$ cat src/rtl/bm_dag2_log_drv.sv
// -----------------------------------------------------------------------------
// bm_dag2_log_drv
//   Self-checking stimulus driver for a small two-output logic DUT.
//   A 16-bit Galois LFSR (mask 16'hB400) produces one vector per RUN cycle.
//   The driver predicts both DUT results, compares them at their fixed
//   latencies and counts mismatches.
//
//   FSM: IDLE -> RUN (num_vec cycles) -> DRAIN (2 cycles) -> DONE.
//   start is accepted only in IDLE or DONE.
//
// Ports
//   clock          in   rising-edge clock
//   reset_n        in   asynchronous active-low reset
//   start          in   one-cycle run request
//   num_vec[7:0]   in   vectors per run, sampled on accepted start
//   seed[15:0]     in   LFSR seed, sampled on accepted start (0 loads 1)
//   dut_out0       in   DUT wide result (BITS), checked 2 cycles after vector
//   dut_out1       in   DUT single-bit result, checked 1 cycle after vector
//   a_in, b_in     out  registered operands (BITS)
//   c_in, d_in     out  registered single-bit stimulus
//   busy           out  high in RUN and DRAIN
//   done           out  high in DONE
//   pass           out  done and no mismatches
//   err_cnt[7:0]   out  mismatch count, saturating at 255
//
// Optional feature (macro BM_DAG2_FIRST_ERR_EN):
//   first_err_vld  out  a mismatch has been seen in this run
//   first_err_idx  out  vector index k of the earliest mismatch
// -----------------------------------------------------------------------------
module bm_dag2_log_drv #(
  parameter int unsigned BITS = 2
) (
  input  logic            clock,
  input  logic            reset_n,
  input  logic            start,
  input  logic [7:0]      num_vec,
  input  logic [15:0]     seed,
  input  logic [BITS-1:0] dut_out0,
  input  logic            dut_out1,
  output logic [BITS-1:0] a_in,
  output logic [BITS-1:0] b_in,
  output logic            c_in,
  output logic            d_in,
  output logic            busy,
  output logic            done,
  output logic            pass,
  output logic [7:0]      err_cnt
`ifdef BM_DAG2_FIRST_ERR_EN
  ,
  output logic            first_err_vld,
  output logic [7:0]      first_err_idx
`endif
);

  typedef enum logic [1:0] {
    S_IDLE  = 2'd0,
    S_RUN   = 2'd1,
    S_DRAIN = 2'd2,
    S_DONE  = 2'd3
  } state_t;

  function automatic logic [15:0] lfsr_step(input logic [15:0] s);
    return (s >> 1) ^ (s[0] ? 16'hB400 : 16'h0000);
  endfunction

  // Control state
  state_t          state_q, state_d;
  logic [15:0]     lfsr_q, lfsr_d;
  logic [7:0]      cnt_q, cnt_d;
  logic [7:0]      nvec_q, nvec_d;
  logic            drain_q, drain_d;
  logic            accept;

  // Registered stimulus
  logic [BITS-1:0] a_q, a_d;
  logic [BITS-1:0] b_q, b_d;
  logic            c_q, c_d;
  logic            d_q, d_d;

  // Compare pipeline: stage 1 holds vector k during cycle k+1,
  // stage 2 holds the out0 prediction for vector k during cycle k+2.
  logic            p1_vld_q;
  logic            p1_first_q;
  logic [BITS-1:0] p1_a_q;
  logic [BITS-1:0] p1_b_q;
  logic            p1_cd_q;
  logic [BITS-1:0] hist_ab_q;
  logic            p2_vld_q;
  logic [BITS-1:0] p2_exp0_q;
  logic [BITS-1:0] exp0_now;
  logic            mis0;
  logic            mis1;

  logic [7:0]      err_q, err_d;
  logic [8:0]      err_sum;

  // ---------------------------------------------------------------------------
  // Next-state logic
  // ---------------------------------------------------------------------------
  always_comb begin
    state_d = state_q;
    lfsr_d  = lfsr_q;
    cnt_d   = cnt_q;
    nvec_d  = nvec_q;
    drain_d = drain_q;
    accept  = 1'b0;

    unique case (state_q)
      S_IDLE, S_DONE: begin
        if (start) begin
          accept = 1'b1;
          nvec_d = num_vec;
          cnt_d  = '0;
          if (num_vec == 8'd0) begin
            state_d = S_DONE;
          end else begin
            state_d = S_RUN;
            lfsr_d  = (seed == 16'h0000) ? 16'h0001 : seed;
          end
        end
      end
      S_RUN: begin
        lfsr_d = lfsr_step(lfsr_q);
        if (cnt_q == nvec_q - 8'd1) begin
          state_d = S_DRAIN;
          drain_d = 1'b0;
        end else begin
          cnt_d = cnt_q + 8'd1;
        end
      end
      S_DRAIN: begin
        drain_d = 1'b1;
        if (drain_q) begin
          state_d = S_DONE;
        end
      end
      default: state_d = S_IDLE;
    endcase
  end

  // Stimulus registers track the LFSR state that will be current next cycle,
  // so in RUN cycle k the outputs reflect LFSR state L_k.
  always_comb begin
    a_d = '0;
    b_d = '0;
    c_d = 1'b0;
    d_d = 1'b0;
    if (state_d == S_RUN) begin
      a_d = lfsr_d[BITS-1:0];
      b_d = lfsr_d[2*BITS-1:BITS];
      c_d = lfsr_d[2*BITS];
      d_d = lfsr_d[2*BITS+1];
    end
  end

  // ---------------------------------------------------------------------------
  // Checking
  // ---------------------------------------------------------------------------
  // hist_ab_q holds a[k-1]&b[k-1] while stage 1 holds vector k.
  always_comb begin
    exp0_now = (p1_a_q & p1_b_q) & (p1_a_q ^ hist_ab_q);
    mis1     = p1_vld_q & (dut_out1 != p1_cd_q);
    mis0     = p2_vld_q & (dut_out0 != p2_exp0_q);
    err_sum  = {1'b0, err_q} + {8'd0, mis0} + {8'd0, mis1};
    if (accept) begin
      err_d = '0;
    end else if (err_sum[8]) begin
      err_d = '1;
    end else begin
      err_d = err_sum[7:0];
    end
  end

  // ---------------------------------------------------------------------------
  // Registers
  // ---------------------------------------------------------------------------
  always_ff @(posedge clock or negedge reset_n) begin
    if (!reset_n) begin
      state_q    <= S_IDLE;
      lfsr_q     <= 16'h0001;
      cnt_q      <= '0;
      nvec_q     <= '0;
      drain_q    <= 1'b0;
      a_q        <= '0;
      b_q        <= '0;
      c_q        <= 1'b0;
      d_q        <= 1'b0;
      err_q      <= '0;
      p1_vld_q   <= 1'b0;
      p1_first_q <= 1'b0;
      p1_a_q     <= '0;
      p1_b_q     <= '0;
      p1_cd_q    <= 1'b0;
      hist_ab_q  <= '0;
      p2_vld_q   <= 1'b0;
      p2_exp0_q  <= '0;
    end else begin
      state_q    <= state_d;
      lfsr_q     <= lfsr_d;
      cnt_q      <= cnt_d;
      nvec_q     <= nvec_d;
      drain_q    <= drain_d;
      a_q        <= a_d;
      b_q        <= b_d;
      c_q        <= c_d;
      d_q        <= d_d;
      err_q      <= err_d;
      p1_vld_q   <= (state_q == S_RUN);
      p1_first_q <= (cnt_q == 8'd0);
      p1_a_q     <= a_q;
      p1_b_q     <= b_q;
      p1_cd_q    <= c_q & d_q;
      if (p1_vld_q) begin
        hist_ab_q <= p1_a_q & p1_b_q;
      end
      // Vector 0 has no predecessor, so its out0 is never checked.
      p2_vld_q   <= p1_vld_q & ~p1_first_q;
      p2_exp0_q  <= exp0_now;
    end
  end

`ifdef BM_DAG2_FIRST_ERR_EN
  logic [7:0] p1_idx_q;
  logic [7:0] p2_idx_q;
  logic       fe_vld_q;
  logic [7:0] fe_idx_q;

  // A same-cycle tie between the two checks records the out1 index.
  always_ff @(posedge clock or negedge reset_n) begin
    if (!reset_n) begin
      p1_idx_q <= '0;
      p2_idx_q <= '0;
      fe_vld_q <= 1'b0;
      fe_idx_q <= '0;
    end else begin
      p1_idx_q <= cnt_q;
      p2_idx_q <= p1_idx_q;
      if (accept) begin
        fe_vld_q <= 1'b0;
        fe_idx_q <= '0;
      end else if (!fe_vld_q) begin
        if (mis1) begin
          fe_vld_q <= 1'b1;
          fe_idx_q <= p1_idx_q;
        end else if (mis0) begin
          fe_vld_q <= 1'b1;
          fe_idx_q <= p2_idx_q;
        end
      end
    end
  end

  assign first_err_vld = fe_vld_q;
  assign first_err_idx = fe_idx_q;
`endif

  // ---------------------------------------------------------------------------
  // Outputs
  // ---------------------------------------------------------------------------
  assign a_in    = a_q;
  assign b_in    = b_q;
  assign c_in    = c_q;
  assign d_in    = d_q;
  assign busy    = (state_q == S_RUN) || (state_q == S_DRAIN);
  assign done    = (state_q == S_DONE);
  assign pass    = (state_q == S_DONE) && (err_q == 8'd0);
  assign err_cnt = err_q;

endmodule

$ cat config.mk
export PLATFORM = sky130hd
export DESIGN_NAME = bm_dag2_log_drv
export DESIGN_NICKNAME = d
export VERILOG_FILES = /design/src/rtl/bm_dag2_log_drv.sv
export SDC_FILE = /design/constraint.sdc
export NUM_CORES = 1
export LEC_CHECK = 0
export ABC_AREA = 1
export BUFFER_PORTS_ARGS = -buffer_cell sky130_fd_sc_hd__buf_2
export CORE_ASPECT_RATIO = 2
export CORE_MARGIN = 4
export CORE_UTILIZATION = 50
export CTS_BUF_LIST = sky130_fd_sc_hd__clkbuf_4 sky130_fd_sc_hd__clkbuf_8
export CTS_CLUSTER_SIZE = 20
export DETAILED_ROUTE_END_ITERATION = 8
export PLACE_DENSITY = 0.71
export SKIP_CTS_REPAIR_TIMING = 1
export SYNTH_ARGS = -nofsm -noshare
export SYNTH_HDL_FRONTEND = slang
export SYNTH_SLANG_ARGS = --single-unit
export TNS_END_PERCENT = 50
$ cat constraint.sdc
create_clock -name clock -period 2.2 [get_ports clock]
set_clock_uncertainty 0.05 [all_clocks]
set_input_delay 0.33 -clock clock [delete_from_list [all_inputs] [get_ports clock]]
set_output_delay 0.33 -clock clock [all_outputs]
set_load 0.01 [all_outputs]
### Word-level counts from Yosys, hierarchy flattened

Index checks and enable logic that the tools add are counted.

| cells by class | value |
|---|---|
| add/subtract/negate cells | 4 |
| div/mod/pow operators | 0 |
| bitwise logic cells | 9 |
| $lt $le $gt $ge | 0 |
| shift operators | 0 |
| equal/unequal tests | 11 |
| $mul | 0 |
| muxes and demuxes | 23 |
| reduce and logical (&&, ||, !) cells | 14 |

Operator list:

| cell | count |
|---|---|
| $mux W16 | 4 |
| $mux W8 | 4 |
| $pmux W16 S2 | 1 |
| $logic_not A8 Y1 | 3 |
| $logic_not A16 Y1 | 1 |
| $pmux W8 S2 | 1 |
| $xor A15 B16 Y16 | 1 |
| $mux W2 | 6 |
| $add A8 B1 Y9 | 1 |
| $add A9 B1 Y9 | 1 |
| $add A8 B1 Y8 const B | 1 |
| $eq A8 B8 Y1 | 1 |
| $ne A2 B2 Y1 const B | 4 |
| $sub A8 B1 Y8 const B | 1 |
| $pmux W2 S3 | 1 |
| $reduce_and A3 Y1 | 2 |
| $mux W1 | 5 |
| $and A1 B1 Y1 | 4 |
| $and A2 B2 Y2 | 2 |
| $eq A2 B1 Y1 const B | 2 |
| $eq A2 B2 Y1 const B | 2 |
| $reduce_and A2 Y1 | 2 |
| $reduce_bool A2 Y1 | 2 |
| $logic_not A2 Y1 | 1 |
| 8 further kinds | 8 |

| storage, ports and cells | value |
|---|---|
| memory bits (writable) | 0 |
| output and inout bits | 17 |
| memories | 0 |
| latch bits | 0 |
| memory bits (read-only) | 0 |
| bits of input ports | 30 |
| word-level logic and storage cells | 80 |
| flip-flop bits (word level) | 61 |

### Depth between registers and ports, before layout

Gate-level depths: netlist of the first run.

| depth | value |
|---|---|
| word-level depth | 6 |
| depth in mapped cells | 15 |

### Worst setup path after synthesis of the first run

OpenSTA, ideal clock, no wires.

| path | value |
|---|---|
| path type | flip-flop to flip-flop |
| start | register p2_exp0_q[1] |
| end | register err_q[5], in the netlist err_cnt[5] |
| clock period less this slack | 1.907 ns |
| required time | 2.087 ns |
| arrival time | 1.794 ns |
| path slack | 0.293 ns |
| cell stages (with the launch flop) | 13 |
| buffers on the path | 0 |
| cell sequence | dfrtp_1 xnor2_1 a21boi_0 fa_1 ha_1 nand2_1 nor3_1 inv_1 nor2_1 nand2_1 nand3_1 nand2_1 inv_1 |

| between the ends | value |
|---|---|
| word-level cells in the longest chain between the ends | 6 |

RTL lines:

| item | line | source |
|---|---|---|
| start, declared | 89 | `logic [BITS-1:0] p2_exp0_q;` |
| start signal, assigned | 218 | `p2_exp0_q <= exp0_now;` |
| $ne A2 B2 Y1 | 163 | `mis0 = p2_vld_q & (dut_out0 != p2_exp0_q);` |
| $and A1 B1 Y1 | 163 |  |
| $add A8 B1 Y9 | 164 | `err_sum = {1'b0, err_q} + {8'd0, mis0} + {8'd0, mis1};` |
| $add A9 B1 Y9 | 164 |  |
| $mux W8 | 167 | `end else if (err_sum[8]) begin` |
| $mux W8 | 165 | `if (accept) begin` |
| via err_d[5] | 94 | `logic [7:0] err_q, err_d;` |
| end signal, assigned | 207 | `err_q <= err_d;` |
| end, declared | 94 |  |

The timed path passes the listed nets, and every way through them passes these cells.
A chain may end at the register's enable or synchronous reset.

### Final worst setup path of the first run

| path | value |
|---|---|
| start | register nvec_q[0] |
| end | register cnt_q[1] |

| between the ends | value |
|---|---|
| word-level cells in the longest chain between the ends | 4 |

RTL lines:

| item | line | source |
|---|---|---|
| start, declared | 70 | `logic [7:0] nvec_q, nvec_d;` |
| start signal, assigned | 201 | `nvec_q <= nvec_d;` |
| $sub A8 B1 Y8 | 124 | `if (cnt_q == nvec_q - 8'd1) begin` |
| $eq A8 B8 Y1 | 124 |  |
| $ne A2 B2 Y1 (no source line) | -- |  |
| $reduce_and A3 Y1 (no source line) | -- |  |
| end signal, assigned | 200 | `cnt_q <= cnt_d;` |
| end, declared | 69 | `logic [7:0] cnt_q, cnt_d;` |

Every way passes these cells.

==> run metrics, run 1 <==
Min Clock Period, post-route 2.04 ns; design area 3930 um2; Tcrit/Tclk final 92.6%; via/cell ratio 5.01; slowest CP cell dfrtp_1; Max rail drop VDD 0.000828 V; clk buf depth 2; synth warn 0; Finished Core Util 61.8%; area of the multi-input gates 1450 um2; Avg Inst Size Synth 7.82 um2; async set-reset flop share out of synthesis 100%; CTS tree built; r2r setup slk 0.16 ns; antenna cell count 0; unrepaired setup endpoints after global routing yes; vias in the first global route 2895; worst-path cell chain inv_2 -> ha_1 -> xor2_1 -> o21ai_0 -> nor2_2 -> nand3_2 -> nand2_4 -> inv_2 -> nand3_1 -> o21ai_2; commonest non-fill, non-tap cell in the layout nand2_1; clk root buf clkbuf_8; worst-path fanout max 12; # rows 41; RD Place Congestion 0.848; worst setup path endpoint cnt_q[1]; Routed WL per cell 12.5 um; # fillers 627; routed via count 2859; htree depth 3; Cell Area, Placed 3670 um2; top cell type's share of synthesized area 45.2%; core box area 6360 um2; register area 1530 um2; worst rel slew slack 62.8%; final hold vios 0; CP peak stage delay 0.44 ns; Hold Path Class in -> reg; ratio of cells with drive above 1 in the final layout 19.4%; Die Span Y 123 um; largest net degree at the start of global routing 62; measured slew at the worst slew-check pin 0.556 ns; GR Overflow Total 0; synthesized cell area 3320 um2; Worst setup SP type flop; Num CTS Buffers 9; Post-synth EDFFs 0; initial drt markers 117; TNS Setup 0 ns; die footprint 8090 um2; Antenna Nets Post-Route 0; clk sinks 61; final slew viol count 0; Worst EP required 2.38 ns; placed cells 554; Tot GR Track Use 20.2%; Ports 47; antenna violations before repair 0; Worst-path clk slew 0.06 ns; commonest cells after routing, fill and taps aside nand2_1, inv_1, dfrtp_1; CP Launch Point nvec_q[0]; Setup violations, final 0; Critical R2R Capture cnt_q[1]; Final WS setup 0.163 ns; dominant synthesized flop cell dfrtp_1; Gate Count Post-Synth 425; Critical Path Most Common Cell inv_2; FF-to-FF Start nvec_q[0]; Initial DRT Pass Iterations 4; worst slack, placed -0.0407 ns; Clk Latency, worst-skew pair 0.35 ns; r2r worst-path depth 10; Layout Cells excl Fill 571; largest area contributor in the netlist dfrtp_1; Post-Syn Nets 464; Pwr Density 1320 nW/um2; top post-synthesis cells by area dfrtp_1, nand2_1, inv_1, o21ai_0, nand3_1; sequential share of the synthesized area 46.0%; DRC viols 0; Die Wd 65.6 um; Max Fclk 0.491 GHz; CP endpoint kind flop; first-pass GRT wire length 12.4 mm; Layout area overhead 18.4%; outcome complete, no violations; Synth cell types 33; Detailed Place HPWL 5.49 mm; Leak Pwr 2.08 nW; port buffer count 46; synthesized flop and latch total 61; Starting Density 52.2%; Critical Path AT 2.21 ns; Final nets 519; critical path class reg -> reg; maxcap violations 0; final wirelength 7.16 mm
## cells in the mapped netlist (2+ instances only)
| library cell | n |
|---|---|
| a21oi_1 | 13 |
| buf_2 | 4 |
| clkbuf_1 | 3 |
| dfrtp_1 | 60 |
| ha_1 | 8 |
| inv_1 | 76 |
| inv_2 | 4 |
| nand2_1 | 90 |
| nand2_2 | 4 |
| nand3_1 | 31 |
| nand3_2 | 2 |
| nand4_1 | 8 |
| nand4_2 | 2 |
| nor2_1 | 32 |
| nor2_2 | 3 |
| nor2_4 | 2 |
| nor3_1 | 10 |
| nor4_1 | 2 |
| o21ai_0 | 35 |
| o21ai_1 | 2 |
| o21ai_2 | 4 |
| o22ai_1 | 7 |
| xnor2_1 | 8 |
| xor2_1 | 6 |
## how the worst min path moves through the flow
stage,depth (start not counted),to,slack (ns),from
after floorplan,0,a_in[0],-0.02,reset_n
after detailed placement,2,lfsr_q[2],0.31,reset_n
after CTS,2,err_cnt[1],-0.07,reset_n
final,3,nvec_q[3],0.20,num_vec[3]
after global placement,0,p1_a_q[1],0.30,a_in[1]
after global routing,3,nvec_q[3],0.22,num_vec[3]
## final cells by class
type	count	share of cell area (%)
well taps	86	2.74
clock buffers	10	3.34
repair buffers	53	7.57
flip-flops and latches	61	38.8
inverters	81	7.73
clock inverters	6	2.83
multi-input cells	274	36.9
## metrics by stage
stage	hold WS (ns)	total power [mW]
5_1_grt	0.218	5.68
6_report	0.203	5.21
3_5_place_dp	0.310	4.04
4_1_cts	-0.0664	5.26
3_3_place_gp	0.304	3.97
2_1_floorplan	-0.0156	3.42
## logic make-up after synthesis
logic type	share of synthesized area, %
simple gates	25.5
fa+ha+maj	3.62
xor+xnor	3.69
compound gates	10.6
flops	46.0
buf+inv	10.6
## power breakdown
group	internal, mW	leakage (nW)	switching [mW]	total, mW
registers	1.46	0.800	0.225	1.68
logic	0.795	1.16	1.52	2.32
clock network	0.764	0.120	0.441	1.21
## worst max-delay path: cells and delay by family, from the launching register on
family / cells / cell delay, ns
AOI/OAI and AO/OA: 2 / 0.19
xor gates and xnor gates: 1 / 0.14
adders and majority gates: 1 / 0.31
buffers and inverters: 2 / 0.22
DFF: 1 / 0.44
and+or+nand+nor: 4 / 0.56
## flip-flops by register name, indices dropped and copies added, names as in the netlist
| register | count |
|---|---|
| p1_cd_q | 1 |
| c_in | 1 |
| err_cnt | 8 |
| lfsr_q | 16 |
| p1_a_q | 2 |
| p1_b_q | 2 |
| d_in | 1 |
| cnt_q | 8 |
| p1_first_q | 1 |
| p2_vld_q | 1 |
| nvec_q | 8 |
| hist_ab_q | 2 |
| drain_q | 1 |
| b_in | 2 |
| p1_vld_q | 1 |
| p2_exp0_q | 2 |
| state_q | 2 |
| a_in | 2 |
## metal layers
metal / routed length (um) / GRT usage (%) / vias to the layer above / share of wire [%]
met1: 2650 / 21.0 / 1323 / 37
met4: 218 / 11.0 / 0 / 3.0
met2: 4040 / 37.1 / 65 / 56
met5: 0 / 0 / - / 0
met3: 260 / 3.82 / 19 / 3.6
li1: - / - / 1452 / -
(Power assumes the default switching activity.)
==> run 2: changes to the inputs <==
Settings changed: RECOVER_POWER set to 25.
==> run metrics, run 2 (synthesized netlist as in run 1, its figures left out) <==
CP endpoint kind flop (unchanged); Routed WL per cell 12.6 um (was 12.5 um); clk root buf clkbuf_8 (unchanged); initial drt markers 117 (unchanged); r2r setup slk 0.16 ns (about the same); Min Clock Period, post-route 2.04 ns (about the same); Final nets 519 (unchanged); Initial DRT Pass Iterations 4 (unchanged); Leak Pwr 2.07 nW (was 2.08 nW); Num CTS Buffers 9 (unchanged); final wirelength 7.17 mm (was 7.16 mm); port buffer count 46 (unchanged); Tot GR Track Use 20.2% (unchanged); Pwr Density 1330 nW/um2 (was 1320 nW/um2); Layout area overhead 17.9% (was 18.4%); final slew viol count 0 (unchanged); antenna violations before repair 0 (unchanged); Cell Area, Placed 3670 um2 (unchanged); via/cell ratio 5.01 (about the same); core box area 6360 um2 (unchanged); CTS tree built (unchanged); Pwr Total 5.20 mW (was 5.21 mW); r2r worst-path depth 10 (unchanged); Internal Power 3.02 mW (about the same); FF-to-FF Start nvec_q[0] (unchanged); Ports 47 (unchanged); placed cells 554 (unchanged); Layout Cells excl Fill 571 (unchanged); hold path startpoint num_vec[3] (unchanged); GR Overflow Total 0 (unchanged); Clk Latency, worst-skew pair 0.35 ns (about the same); measured slew at the worst slew-check pin 1.32 ns (was 0.556 ns); Worst EP required 2.38 ns (about the same); RD Place Congestion 0.848 (unchanged); TNS Setup 0 ns (unchanged); Biggest register lfsr_q (unchanged); design area 3920 um2 (was 3930 um2); ratio of cells with drive above 1 in the final layout 19.4% (unchanged); Die Span Y 123 um (unchanged); hold depth 3 (unchanged); commonest non-fill, non-tap cell in the layout nand2_1 (unchanged); Largest register FFs 16 (unchanged); switching power total 2.19 mW (about the same); Setup violations, final 0 (unchanged); Final WS setup 0.163 ns (about the same); final hold vios 0 (unchanged); clk sinks 61 (unchanged); first-pass GRT wire length 12.4 mm (unchanged); Critical Path AT 2.21 ns (about the same); Die Wd 65.6 um (unchanged); unrepaired setup endpoints after global routing yes (unchanged); Detailed Place HPWL 5.49 mm (unchanged); worst-path fanout max 12 (unchanged); worst slack, placed -0.0407 ns (unchanged); Critical R2R Capture cnt_q[1] (unchanged); Antenna Nets Post-Route 0 (unchanged); routed via count 2860 (was 2859); Worst-path clk slew 0.06 ns (about the same); Sw Ratio 42.1% (was 42.0%); Starting Density 52.2% (unchanged); # fillers 629 (was 627); Flop pwr share 32.4% (was 32.3%); clock share of power 23.2% (was 23.1%); hold worst-path end nvec_q[3] (unchanged); htree depth 3 (unchanged); maxcap violations 0 (unchanged); worst hold slack 0.203 ns (about the same); Max Fclk 0.491 GHz (about the same); critical path class reg -> reg (unchanged); die footprint 8090 um2 (unchanged); commonest cells after routing, fill and taps aside nand2_1, inv_1, dfrtp_1 (unchanged); # rows 41 (unchanged); vias in the first global route 2895 (unchanged); Comb pwr share 44.5% (about the same); antenna cell count 0 (unchanged); outcome complete, no violations (unchanged); Finished Core Util 61.6% (was 61.8%); largest net degree at the start of global routing 62 (unchanged); Max rail drop VDD 0.000828 V (about the same); worst rel slew slack 11.8% (was 62.8%); Tcrit/Tclk final 92.6% (about the same); DRC viols 0 (unchanged); Worst setup SP type flop (unchanged); clk buf depth 2 (unchanged); Hold Path Class in -> reg (unchanged)
run 2: cell count changes in the layout (fill, tap and decap cells not counted):
cell    previous run  this run
buf_2             46        47
buf_12             1         0
run 2: worst max-delay path by stage:
stage                       startpoint    endpoint  slack, ns  cells after the start
after detailed placement   dut_out0[1]  err_cnt[5]      -0.04                     13
after global placement     dut_out0[1]  err_cnt[5]       0.05                     13
after floorplan           p2_exp0_q[1]  err_cnt[5]       0.29                     12
after global routing      p2_exp0_q[1]  err_cnt[5]      -0.03                     12
final                        nvec_q[0]    cnt_q[1]       0.16                     10
after CTS                 p2_exp0_q[1]  err_cnt[5]      0.008                     12
run 2: critical path: stages, from the launching register on:
cell and delay, ns:
dfrtp_1 0.44, inv_2 0.09, ha_1 0.31, xor2_1 0.14
o21ai_0 0.14, nor2_2 0.20, nand3_2 0.14, nand2_4 0.11
inv_2 0.13, nand3_1 0.11, o21ai_2 0.05
run 2: power by group through the flow:
stage / clock (mW) / sequential (mW) / combinational, mW
floorplan: 0 / 1.68 / 1.74
detailed placement: 0 / 1.70 / 2.33
finish: 1.21 / 1.68 / 2.31
CTS: 1.23 / 1.68 / 2.35
global route: 1.28 / 1.73 / 2.67
global placement: 0 / 1.70 / 2.28
run 2: per-layer routing:
layer / track usage, % / share of wire, %
met5: 0 / 0
met4: 11.0 / 3.0
met3: 3.82 / 3.6
met2: 37.1 / 56
met1: 21.0 / 37
run 2: cell type report:
cell class	count	area, um2	share of cell area, %
Clock buffer	10	131	3.35
Clock inverter	6	111	2.84
Inverter	81	304	7.76
Multi-Input combinational cell	274	1450	37.1
Sequential cell	61	1530	39.0
Tap cell	86	108	2.75
Timing Repair Buffer	53	283	7.22
==> run 3: changes to the inputs <==
Settings changed: ABC_AREA 1 to unset, CORE_UTILIZATION 50 to 33, PLACE_DENSITY 0.71 to 0.51.
==> run metrics, run 3 <==
async set-reset flop share out of synthesis 100% (unchanged); cell with the most instances after synthesis dfrtp_1 (was nand2_1); first-pass GRT wire length 14.3 mm (was 12.4 mm); switching power total 2.40 mW (was 2.19 mW); Min Clock Period, post-route 2.56 ns (was 2.04 ns); maxcap violations 0 (unchanged); htree depth 3 (unchanged); core box area 9450 um2 (was 6360 um2); unrepaired setup endpoints after global routing yes (unchanged); Gate Count Post-Synth 329 (was 425); ratio of cells with drive above 1 in the final layout 27.8% (was 19.4%); largest area contributor in the netlist dfrtp_1 (unchanged); Worst-path clk slew 0.07 ns (was 0.06 ns); Largest register FFs 16 (unchanged); antenna violations before repair 0 (unchanged); Final WS setup -0.359 ns (was 0.163 ns); FF-to-FF Start nvec_q[0] (unchanged); synth warn 0 (unchanged); violated checks negative setup slack; GR Overflow Total 0 (unchanged); vias in the first global route 2946 (was 2895); Hold Path Class in -> reg (unchanged); Max Fclk 0.391 GHz (was 0.491 GHz); Critical R2R Capture cnt_q[3] (was cnt_q[1]); Starting Density 33.9% (was 52.2%); Routed WL per cell 15.3 um (was 12.6 um); Biggest register lfsr_q (unchanged); Worst setup SP type flop (unchanged); Layout area overhead 30.4% (was 17.9%); Die Span Y 147 um (was 123 um); Post-Syn Nets 368 (was 464); worst slack, placed -0.392 ns (was -0.0407 ns); Sw Ratio 39.8% (was 42.1%); measured slew at the worst slew-check pin 1.37 ns (was 1.32 ns); clock share of power 20.5% (was 23.2%); # rows 50 (was 41); commonest cells after routing, fill and taps aside dfrtp_1, nand2_1, buf_2 (was nand2_1, inv_1, dfrtp_1); commonest non-fill, non-tap cell in the layout dfrtp_1 (was nand2_1); Clk Latency, worst-skew pair 0.35 ns (about the same); hold worst-path end nvec_q[6] (was nvec_q[3]); Cell Area, Placed 3880 um2 (was 3670 um2); Avg Inst Size Synth 9.72 um2 (was 7.82 um2); Worst EP required 2.39 ns (was 2.38 ns); Detailed Place HPWL 6.61 mm (was 5.49 mm); Post-synth EDFFs 0 (unchanged); r2r setup slk -0.36 ns (was 0.16 ns); Comb pwr share 49.4% (was 44.5%); Leak Pwr 2.02 nW (was 2.07 nW); Post-synth top cells dfrtp_1, nand2_1, o21ai_0 (was nand2_1, inv_1, dfrtp_1); CP endpoint kind flop (unchanged); Antenna Nets Post-Route 0 (unchanged); RD Place Congestion 0.825 (was 0.848); critical path class reg -> reg (unchanged); initial drt markers 90 (was 117); Pwr Density 1450 nW/um2 (was 1330 nW/um2); Num CTS Buffers 9 (unchanged); CTS tree built (unchanged); Initial DRT Pass Iterations 4 (unchanged); Max rail drop VDD 0.000669 V (was 0.000828 V); hold path startpoint num_vec[6] (was num_vec[3]); Tot GR Track Use 16.4% (was 20.2%); Tcrit/Tclk final 116% (was 92.6%); Synth cell types 53 (was 33); sequential share of the synthesized area 47.8% (was 46.0%); r2r worst-path depth 9 (was 10); largest net degree at the start of global routing 29 (was 62); clk sinks 61 (unchanged); Internal Power 3.63 mW (was 3.02 mW); top post-synthesis cells by area dfrtp_1, nand2_1, o21ai_0, a22oi_1, ha_1 (was dfrtp_1, nand2_1, inv_1, o21ai_0, nand3_1); clk root buf clkbuf_8 (unchanged); synthesized cell area 3200 um2 (was 3320 um2); routed via count 2744 (was 2860); top cell type's share of synthesized area 46.9% (was 45.2%); clk buf depth 2 (unchanged); dominant synthesized flop cell dfrtp_1 (unchanged); Setup violations, final 17 (was 0); final slew viol count 0 (unchanged); design area 4170 um2 (was 3920 um2); Die Wd 77.6 um (was 65.6 um); final wirelength 8.46 mm (was 7.17 mm); worst-path fanout max 10 (was 12); synthesized flop and latch total 61 (unchanged); worst rel slew slack 8.45% (was 11.8%); placed cells 535 (was 554); DRC viols 0 (unchanged); die footprint 11400 um2 (was 8090 um2); Flop pwr share 30.0% (was 32.4%); final hold vios 0 (unchanged); Ports 47 (unchanged); port buffer count 46 (unchanged); outcome complete, but fails checks (was complete, no violations); Critical Path AT 2.75 ns (was 2.21 ns); hold depth 3 (unchanged); antenna cell count 0 (unchanged); via/cell ratio 4.95 (was 5.01); Final nets 458 (was 519); Layout Cells excl Fill 554 (was 571)
-- run 3: cells by family after synthesis --
family	count (synthesis)	synth area share [%]
AOI/OAI and AO/OA	86	18.7
buffers and inverters	29	3.68
DFF	61	47.8
adders and majority gates	9	3.75
and+or+nand+nor	122	19.9
muxes	6	1.88
xor gates and xnor gates	16	4.38
-- run 3: final cells by class --
cell class	instances	area [um2]
multi-input cells	239	1580
flip-flops and latches	61	1530
fillers	919	5280
clock inverters	7	121
well taps	130	163
repair buffers	91	591
clock buffers	9	124
inverters	17	63.8
-- run 3: metrics by stage --
stage / TNS, ns / power [mW] / util, % / hold slack, ns
floorplan: -4.87 / 3.56 / - / -0.0156
detailed placement: -5.57 / 4.77 / 41.1 / 0.305
global placement: -4.60 / 4.74 / 41.1 / 0.298
global route: -6.84 / 6.57 / 44.2 / 0.134
CTS: -5.84 / 6.03 / 43.7 / -0.0850
finish: -5.01 / 6.04 / 44.2 / 0.137
-- run 3: power by group through the flow --
stage | Clock [mW] | Combinational [mW] | Sequential (mW)
after floorplan | 0 | 1.81 | 1.75
after global placement | 0 | 2.90 | 1.84
after detailed placement | 0 | 2.93 | 1.84
after CTS | 1.28 | 2.94 | 1.82
after global routing | 1.32 | 3.37 | 1.87
final | 1.24 | 2.98 | 1.81
-- run 3: routing by layer --
metal | up-vias | track usage, % | routed length (um)
met5 | - | 0 | 0
met4 | 0 | 9.18 | 257
met3 | 18 | 3.99 | 357
met2 | 62 | 29.9 | 4720
met1 | 1303 | 16.6 | 3120
li1 | 1361 | - | -
-- run 3: worst max path at each step --
stage	cells after the start	start	endpoint
3_3_place_gp	9	nvec_q[0]	cnt_q[6]
2_1_floorplan	9	nvec_q[0]	cnt_q[3]
6_report	9	nvec_q[0]	cnt_q[3]
3_5_place_dp	9	nvec_q[0]	cnt_q[6]
5_1_grt	9	nvec_q[0]	cnt_q[6]
4_1_cts	9	nvec_q[0]	cnt_q[6]
-- run 3: worst max-delay path, stage by stage, from the launching register on --
cell and delay [ns]:
dfrtp_1 0.40, inv_2 0.09, ha_4 0.13, or3b_4 0.37, or4_4 0.44, a2111oi_4 0.32
o211a_1 0.25, buf_12 0.14, a21oi_1 0.06, o221a_1 0.22
